[src/rtl/frame_config_sequencer_if.sv]
// rtl/frame_config_sequencer_if.sv - configuration word stream between bitstream source and frame sequencer
interface frame_config_sequencer_if #(
   parameter int W = 32
);
   logic [W-1:0] cfg_word;
   logic         cfg_valid;
   logic         cfg_ready;

   modport master (output cfg_word, output cfg_valid, input cfg_ready);
   modport slave  (input cfg_word, input cfg_valid, output cfg_ready);
endinterface

[src/rtl/frame_config_sequencer.sv]
// rtl/frame_config_sequencer.sv - assembles one multi-row configuration frame and fires its one-hot frame strobe
module frame_config_sequencer #(
   parameter int FrameBitsPerRow = 32,
   parameter int NumRows         = 2,
   parameter int MaxFramesPerCol = 20
) (
   input  logic                                 CLK,
   input  logic                                 reset,
   frame_config_sequencer_if.slave              cfg,
   output logic [FrameBitsPerRow*NumRows-1:0]   FrameData,
   output logic [MaxFramesPerCol-1:0]           FrameStrobe,
   output logic                                 busy,
   output logic [15:0]                          frames_written,
   output logic                                 err_sync,
   output logic                                 err_range,
   input  logic                                 err_clr
);
   localparam int         RowW     = $clog2(NumRows + 1);
   localparam logic [7:0] SyncByte = 8'hFA;

   typedef enum logic [2:0] {IDLE, LOAD, STROBE, HOLD, DRAIN} state_t;

   state_t          state, state_next;
   logic [RowW-1:0] row;
   logic [7:0]      idx;
   logic            accept;
   logic            hdr_sync_ok;
   logic            hdr_in_range;
   logic            last_row;
   logic            set_sync;
   logic            set_range;

   assign accept       = cfg.cfg_valid & cfg.cfg_ready;
   assign hdr_sync_ok  = (cfg.cfg_word[31:24] == SyncByte);
   assign hdr_in_range = (cfg.cfg_word[23:16] < 8'(MaxFramesPerCol));
   assign last_row     = (row == RowW'(NumRows - 1));
   assign busy         = (state != IDLE);

   // cfg_ready is a pure state decode, so cfg_valid alone qualifies acceptance here
   always_comb begin
      state_next    = state;
      cfg.cfg_ready = 1'b0;
      FrameStrobe   = '0;
      set_sync      = 1'b0;
      set_range     = 1'b0;
      case (state)
         IDLE: begin
            cfg.cfg_ready = 1'b1;
            if (cfg.cfg_valid) begin
               if (!hdr_sync_ok) begin
                  set_sync = 1'b1;
               end else if (hdr_in_range) begin
                  state_next = LOAD;
               end else begin
                  set_range  = 1'b1;
                  state_next = DRAIN;
               end
            end
         end
         LOAD: begin
            cfg.cfg_ready = 1'b1;
            if (cfg.cfg_valid && last_row) state_next = STROBE;
         end
         STROBE: begin
            FrameStrobe = MaxFramesPerCol'(1) << idx;
            state_next  = HOLD;
         end
         HOLD: state_next = IDLE;
         DRAIN: begin
            cfg.cfg_ready = 1'b1;
            if (cfg.cfg_valid && last_row) state_next = IDLE;
         end
         default: state_next = IDLE;
      endcase
   end

   always_ff @(posedge CLK) begin
      if (reset) begin
         state          <= IDLE;
         row            <= '0;
         idx            <= '0;
         FrameData      <= '0;
         frames_written <= '0;
         err_sync       <= 1'b0;
         err_range      <= 1'b0;
      end else begin
         state     <= state_next;
         // a new error in the same cycle as err_clr must survive the clear
         err_sync  <= set_sync  | (err_sync  & ~err_clr);
         err_range <= set_range | (err_range & ~err_clr);
         case (state)
            IDLE: if (accept) begin
               row <= '0;
               idx <= cfg.cfg_word[23:16];
            end
            LOAD: if (accept) begin
               FrameData[row*FrameBitsPerRow +: FrameBitsPerRow] <= cfg.cfg_word;
               row <= row + 1'b1;
            end
            DRAIN: if (accept) row <= row + 1'b1;
            STROBE: if (frames_written != 16'hFFFF) frames_written <= frames_written + 16'd1;
            default: ;
         endcase
      end
   end
endmodule

[src/flat_wrapper.sv]
// flat-port wrapper written by rule: the top's interface ports become plain ports
module frame_config_sequencer_flat 
#(
   parameter int FrameBitsPerRow = 32,
   parameter int NumRows         = 2,
   parameter int MaxFramesPerCol = 20
)
  (CLK, reset, FrameData, FrameStrobe, busy, frames_written, err_sync, err_range, err_clr, cfg_cfg_word, cfg_cfg_valid, cfg_cfg_ready);
  frame_config_sequencer_if #(.W(32)) cfg_i ();
  input  logic CLK;
  input  logic reset;
  output logic [FrameBitsPerRow*NumRows-1:0] FrameData;
  output logic [MaxFramesPerCol-1:0] FrameStrobe;
  output logic busy;
  output logic [15:0] frames_written;
  output logic err_sync;
  output logic err_range;
  input  logic err_clr;
  input wire logic [$bits(cfg_i.cfg_word)-1:0] cfg_cfg_word;
  input wire logic [$bits(cfg_i.cfg_valid)-1:0] cfg_cfg_valid;
  output wire logic [$bits(cfg_i.cfg_ready)-1:0] cfg_cfg_ready;
  assign cfg_i.cfg_word = cfg_cfg_word;
  assign cfg_i.cfg_valid = cfg_cfg_valid;
  assign cfg_cfg_ready = cfg_i.cfg_ready;
  frame_config_sequencer #(.FrameBitsPerRow(FrameBitsPerRow), .NumRows(NumRows), .MaxFramesPerCol(MaxFramesPerCol)) u_core (.CLK(CLK), .reset(reset), .cfg(cfg_i), .FrameData(FrameData), .FrameStrobe(FrameStrobe), .busy(busy), .frames_written(frames_written), .err_sync(err_sync), .err_range(err_range), .err_clr(err_clr));
endmodule
[config.mk]
export PLATFORM = sky130hd
export DESIGN_NAME = frame_config_sequencer_flat
export DESIGN_NICKNAME = d
export VERILOG_FILES = /design/src/rtl/frame_config_sequencer_if.sv /design/src/rtl/frame_config_sequencer.sv /design/src/flat_wrapper.sv
export SDC_FILE = /design/constraint.sdc
export NUM_CORES = 1
export LEC_CHECK = 0
export CAP_MARGIN = 40
export CORE_MARGIN = 4
export CORE_UTILIZATION = 30
export CTS_CLUSTER_SIZE = 20
export DETAILED_ROUTE_END_ITERATION = 10
export PLACE_DENSITY = 0.55
export SETUP_SLACK_MARGIN = 0.3
export SLEW_MARGIN = 20
export SYNTH_ARGS = -nofsm -noshare
export SYNTH_HDL_FRONTEND = slang
export SYNTH_SLANG_ARGS = --single-unit
[constraint.sdc]
create_clock -name CLK -period 2.8 [get_ports CLK]
set_clock_uncertainty 0.15 [all_clocks]
set_input_delay 0.7 -clock CLK [delete_from_list [all_inputs] [get_ports CLK]]
set_output_delay 0.7 -clock CLK [all_outputs]
set_load 0.01 [all_outputs]
=== After elaboration in Yosys (flattened, before gate mapping) ===
Index checks and enable logic that the tools add are counted.

* $add $sub $neg: 3
* Multiply operators: 0
* Div/mod/pow operators: 0
* Magnitude comparators: 1
* Equal/unequal tests: 12
* Shift-type cells: 3
* Multiplexer cells: 19
* Bitwise logic cells: 6
* Reduce and logical (&&, ||, !) cells: 11

{| class="wikitable"
|+ Operator list
! operator !! number
|-
| 64-bit bitwise mux || 1
|-
| 32-bit by 34-bit variable shift with 64-bit output, first input constant || 1
|-
| 32-bit by 34-bit indexed part select with 64-bit output || 1
|-
| 7-bit negation with 34-bit output || 1
|-
| 20-bit two-way mux || 1
|-
| 1-bit by 8-bit << shifter with 20-bit output, first input constant || 1
|-
| 16-bit by 1-bit adder with 16-bit output, second input constant || 1
|-
| 16-bit != test, second input constant || 1
|-
| 3-bit two-way mux || 5
|-
| 3-bit one-hot mux with 4 select lines || 1
|-
| 2-bit by 1-bit != test with 1-bit output, second input constant || 5
|-
| 8-bit equality test, second input constant || 1
|-
| 8-bit by 5-bit less-than comparator with 1-bit output, second input constant || 1
|-
| 1-bit two-way mux || 8
|-
| 2-bit AND reduction || 3
|-
| 2-bit two-way mux || 2
|-
| 2-bit one-hot mux with 2 select lines || 1
|-
| 4-bit AND reduction || 1
|-
| 1-bit bitwise AND || 3
|-
| 3-bit by 1-bit equality test with 1-bit output, second input constant || 1
|-
| 3-bit by 2-bit equality test with 1-bit output, second input constant || 1
|-
| 3-bit equality test, second input constant || 1
|-
| 3-bit logical NOT || 1
|-
| 3-bit AND reduction || 1
|-
| other kinds (10) || 11
|}

* Flip-flop bits (word level): 95
* Latch bits: 0
* RAM bits: 0
* Bits in read-only memories: 0
* Input port bits: 36
* Output and inout port bits: 104
* Word-level logic and storage cells: 62
* Memories kept: 0

=== Longest topological paths before layout ===
* Depth in word-level cells: 6
* Depth in mapped cells: 9
* Mapped depth without buffers: 6

=== Worst setup path before layout ===
No wires, ideal clock.

* Path type: register to output
* Start: register u_core.state[2]
* End: output FrameStrobe[12]
* Arrival: 1,612 ps
* Data required time: 1,950 ps
* Setup slack: 338 ps
* Cell stages (with the launch flop): 5
* Path buffers: 1
* Path through: dfxtp_1 or3b_1 or4b_1 clkbuf_1 nor3_1

* Cells in the longest elaborated chain, start to end: 2

{| class="wikitable"
|+ Ends and longest elaborated chain
! element !! line !! text
|-
| start: declaration || frame_config_sequencer.sv:23 || <nowiki>state_t state, state_next;</nowiki>
|-
| start signal: assignment || frame_config_sequencer.sv:87 || <nowiki>state <= state_next;</nowiki>
|-
| 3-bit by 2-bit equality test with 1-bit output || frame_config_sequencer.sv:46 || <nowiki>case (state)</nowiki>
|-
| 20-bit two-way mux || frame_config_sequencer.sv:46 ||
|-
| end: declaration || flat_wrapper.sv:13 || <nowiki>output logic [MaxFramesPerCol-1:0] FrameStrobe;</nowiki>
|}

Every way passes these cells.

=== Worst setup path after layout ===
* Start: register u_core.state[2]
* End: output FrameStrobe[9]

The elaborated chain is that of the path after synthesis.

==> metrics.md <==
| Metric | Value |
|---|---|
| Top_reg_cell synth | `dfxtp_1` |
| Worst R2R Path Depth | `8` |
| Syn Inst Count | `523` |
| Worst Slack Setup Final | `-13.7 ps` |
| CTS buffer count | `9` |
| Top post-synthesis cells by area | `dfxtp_1 (46%), a21oi_1 (11%), nand3_1 (8.9%)` |
| Synthesized Nets | `563` |
| Die Width | `126 um` |
| CP max stage cell | `or4b_4` |
| CTS tree | `built` |
| Seq/Total Area, Yosys | `45.6%` |
| Max Cap Viol | `0` |
| Via count | `4212` |
| EDFF count, synth | `0` |
| Met2 Usage GRT | `28.4%` |
| Dpl cells | `822` |
| DRC Markers | `0` |
| Critical path origin | `u_core.state[2]` |
| Clk pin slew, worst setup/hold paths | `60 ps` |
| First-pass GRT wire length | `22100 um` |
| Status | `complete, but fails checks` |
| Post-route clock period utilization | `100%` |
| CTS Hold Buffers Added | `0` |
| H-tree depth | `3` |
| Final non-filler cell total | `839` |
| Drt initial violations | `261` |
| Die Height | `126 um` |
| Num rows | `42` |
| Final Wtd Congestion | `0.799` |
| Share of layout cells above drive strength 1 | `13.7%` |
| Clk_lat worst skew | `340 ps` |
| Final Critical Period | `2810 ps` |
| Power consumption | `2760 uW` |
| Layout area overhead | `46.5%` |
| Largest fanout on the critical path | `4` |
| Core Region | `13500 sq um` |
| Grt total ovfl | `0` |
| Worst path cell trace | `or3b_4, or4b_4, buf_6, nor2_2, buf_2` |
| Cell Area, Synth | `4170 sq um` |
| DIE AREA | `15900 sq um` |
| IO buf count | `139` |
| DR vias/cell | `5.02` |
| Ys async rst share | `0%` |
| CP Capture Type | `primary output` |
| Vias in the first global route | `4186` |
| Reg2Reg Capture Point | `u_core.FrameData[59]` |
| Clk sink count | `95` |
| Worst Tran Pin Value | `555 ps` |
| Max Slew Vio Count | `0` |
| GRT Util Overall | `17.1%` |
| Synth unique cells | `50` |
| Number of diodes | `0` |
| Routed wire length | `13200 um` |
| Pre-Repair DR Iteration Count | `4` |
| Buf+Inv Stages, Crit Path | `2` |
| WL/cell | `15.8 um` |
| Initial antenna violation count | `0` |
| Yosys top cell area share | `45.6%` |
| Failing checks | `setup timing` |
| Critical path type | `register to primary output` |
| Most Crowded Layer GR | `met2` |
| Root buffer cell | `clkbuf_16` |
| FF+latch count, synth | `95` |
| VDD IR-drop max | `0.325 mV` |
| Post-layout net count | `698` |
| Mean Syn Cell Area | `7.98 sq um` |
| Critical Path Stages | `5` |
| Max Buffers Root-to-Sink | `2` |
| Largest net degree at the start of global routing | `49` |
| Initial core utilization | `31.0%` |
| ANT nets after route | `0` |
| Worst slew margin | `62.5%` |
| RSZ-0062 raised after global routing | `yes` |
| HPWL after DPL | `9320 um` |
| Startpoint Class | `register` |
| WP data arrival | `1960 ps` |
| Worst r2r src | `u_core.row[0]` |
| Worst path max stage delay | `530 ps` |
| Endpoints failing hold | `0` |
| Setup TNS | `-20.4 ps` |
| FMAX | `355 MHz` |
| Yosys warns | `0` |
| Kind of cell adding the most delay to the critical path | `simple AND/OR/NAND/NOR gates` |
| Synth area leader | `dfxtp_1` |
| Hold WC Path Type | `register to register` |
| Leak Pwr | `0.00205 uW` |
| # setup viols final | `2` |
| Routing usage on met3 | `7.45%` |
| Last element of the critical path | `FrameStrobe[9]` |
| Num ports | `140` |
| Grt met1 use | `20.1%` |
| Worst R2R Setup Slack | `670 ps` |
| Pwr dens | `451 nW/um^2` |
| Worst path required time | `1950 ps` |
| Final core occ | `45.5%` |
==> final cells by class <==
cell class,instances,area [sq um]
Multi-Input combinational cell,383,2130
Sequential cell,95,1910
Clock buffer,12,256
Inverter,7,26.3
Tap cell,176,220
Fill cell,1375,7340
Clock inverter,4,53.8
Timing Repair Buffer,162,1530
==> what timing repair did <==
item                       in CTS  in global routing
pin swaps                       6                  7
setup buffers                   1                  0
setup endpoints to repair      21                 21
gates resized for setup        77                 22
==> power by group <==
part           internal [uW]  switching [uW]  leakage, uW
clock                    743             515     0.000145
sequential              1360            12.9     0.000768
combinational           64.3            67.8      0.00114
==> worst min-delay path, delay by kind of cell (launching register included) <==
kind / cells / cell delay [ps]
AOI/OAI and AO/OA: 1 / 50
DFF: 1 / 310
and+or+nand+nor: 1 / 50
==> layout by cell type, fill, tap and decap left out, types with 3 or more instances in the layout <==
master	netlist	final
nand3_1	74	74
nand2_1	90	89
dfxtp_1	95	92
and3_1	6	6
nor2_1	18	11
buf_12	0	3
inv_1	7	7
clkdlybuf4s15_2	0	3
clkbuf_16	0	9
nor3_1	13	12
buf_2	9	15
nor2_2	0	7
nor2b_1	5	4
o2111ai_1	4	4
and2_1	4	4
and4_1	3	3
nand2b_1	8	8
a21oi_1	93	93
o31ai_1	5	5
o21ai_0	11	11
ha_1	4	4
or4_1	4	4
clkdlybuf4s50_1	0	117
or3_1	5	5
buf_4	1	19
dfxtp_2	0	3
or3_2	3	3
==> metal layers <==
| layer | wire length, um | part of all wire [%] |
|---|---|---|
| met1 | 5510 | 42 |
| met2 | 6360 | 48 |
| met3 | 1150 | 8.7 |
| met4 | 218 | 1.6 |
| met5 | 0 | 0 |
==> registers in the layout (all words and copies together) (netlist names) <==
register,flops
u_core.state,3
u_core.FrameData,64
u_core.err_range,1
u_core.err_sync,1
u_core.frames_written,16
u_core.idx,8
u_core.row,2
==> cells by family after synthesis <==
| kind of cell | count (synthesis) | share of synthesized area, % |
|---|---|---|
| AO/OA/AOI/OAI | 118 | 15.1 |
| XOR/XNOR | 2 | 0.420 |
| adder cells (fa/ha/maj) | 4 | 1.20 |
| buffers and inverters | 45 | 5.37 |
| flip-flops | 95 | 45.6 |
| multiplexers | 2 | 0.510 |
| AND/OR/NAND/NOR | 257 | 31.8 |
==> cell usage after synthesis (all sizes together), types with 4 or more instances <==
cell / count
a21oi: 93
and2: 5
and3: 8
buf: 14
clkbuf: 24
dfxtp: 95
ha: 4
inv: 7
nand2: 90
nand2b: 8
nand3: 74
nand4: 4
nor2: 18
nor2b: 5
nor3: 14
o2111ai: 4
o21ai: 11
o31ai: 5
or3: 8
or4: 4
==> metrics by stage <==
step	worst slack (ps)	hold WS, ps	area [sq um]
after floorplan	338	308	4170
after detailed placement	-137	296	5800
after global placement	-101	287	5800
final	-13.7	300	6120
after global routing	-80.4	320	6120
after CTS	-44.7	306	6120
==> worst min-delay path by stage <==
stage,from,endpoint,slack (ps),depth (start not counted)
after floorplan,u_core.idx[2],u_core.idx[2],310,2
after global placement,u_core.FrameData[42],u_core.FrameData[42],290,2
after detailed placement,u_core.FrameData[38],u_core.FrameData[38],300,2
after CTS,u_core.FrameData[19],u_core.FrameData[19],310,2
after global routing,u_core.FrameData[58],u_core.FrameData[58],320,2
final,u_core.FrameData[61],u_core.FrameData[61],300,2
Note: power is estimated with default switching activity, not from simulation.
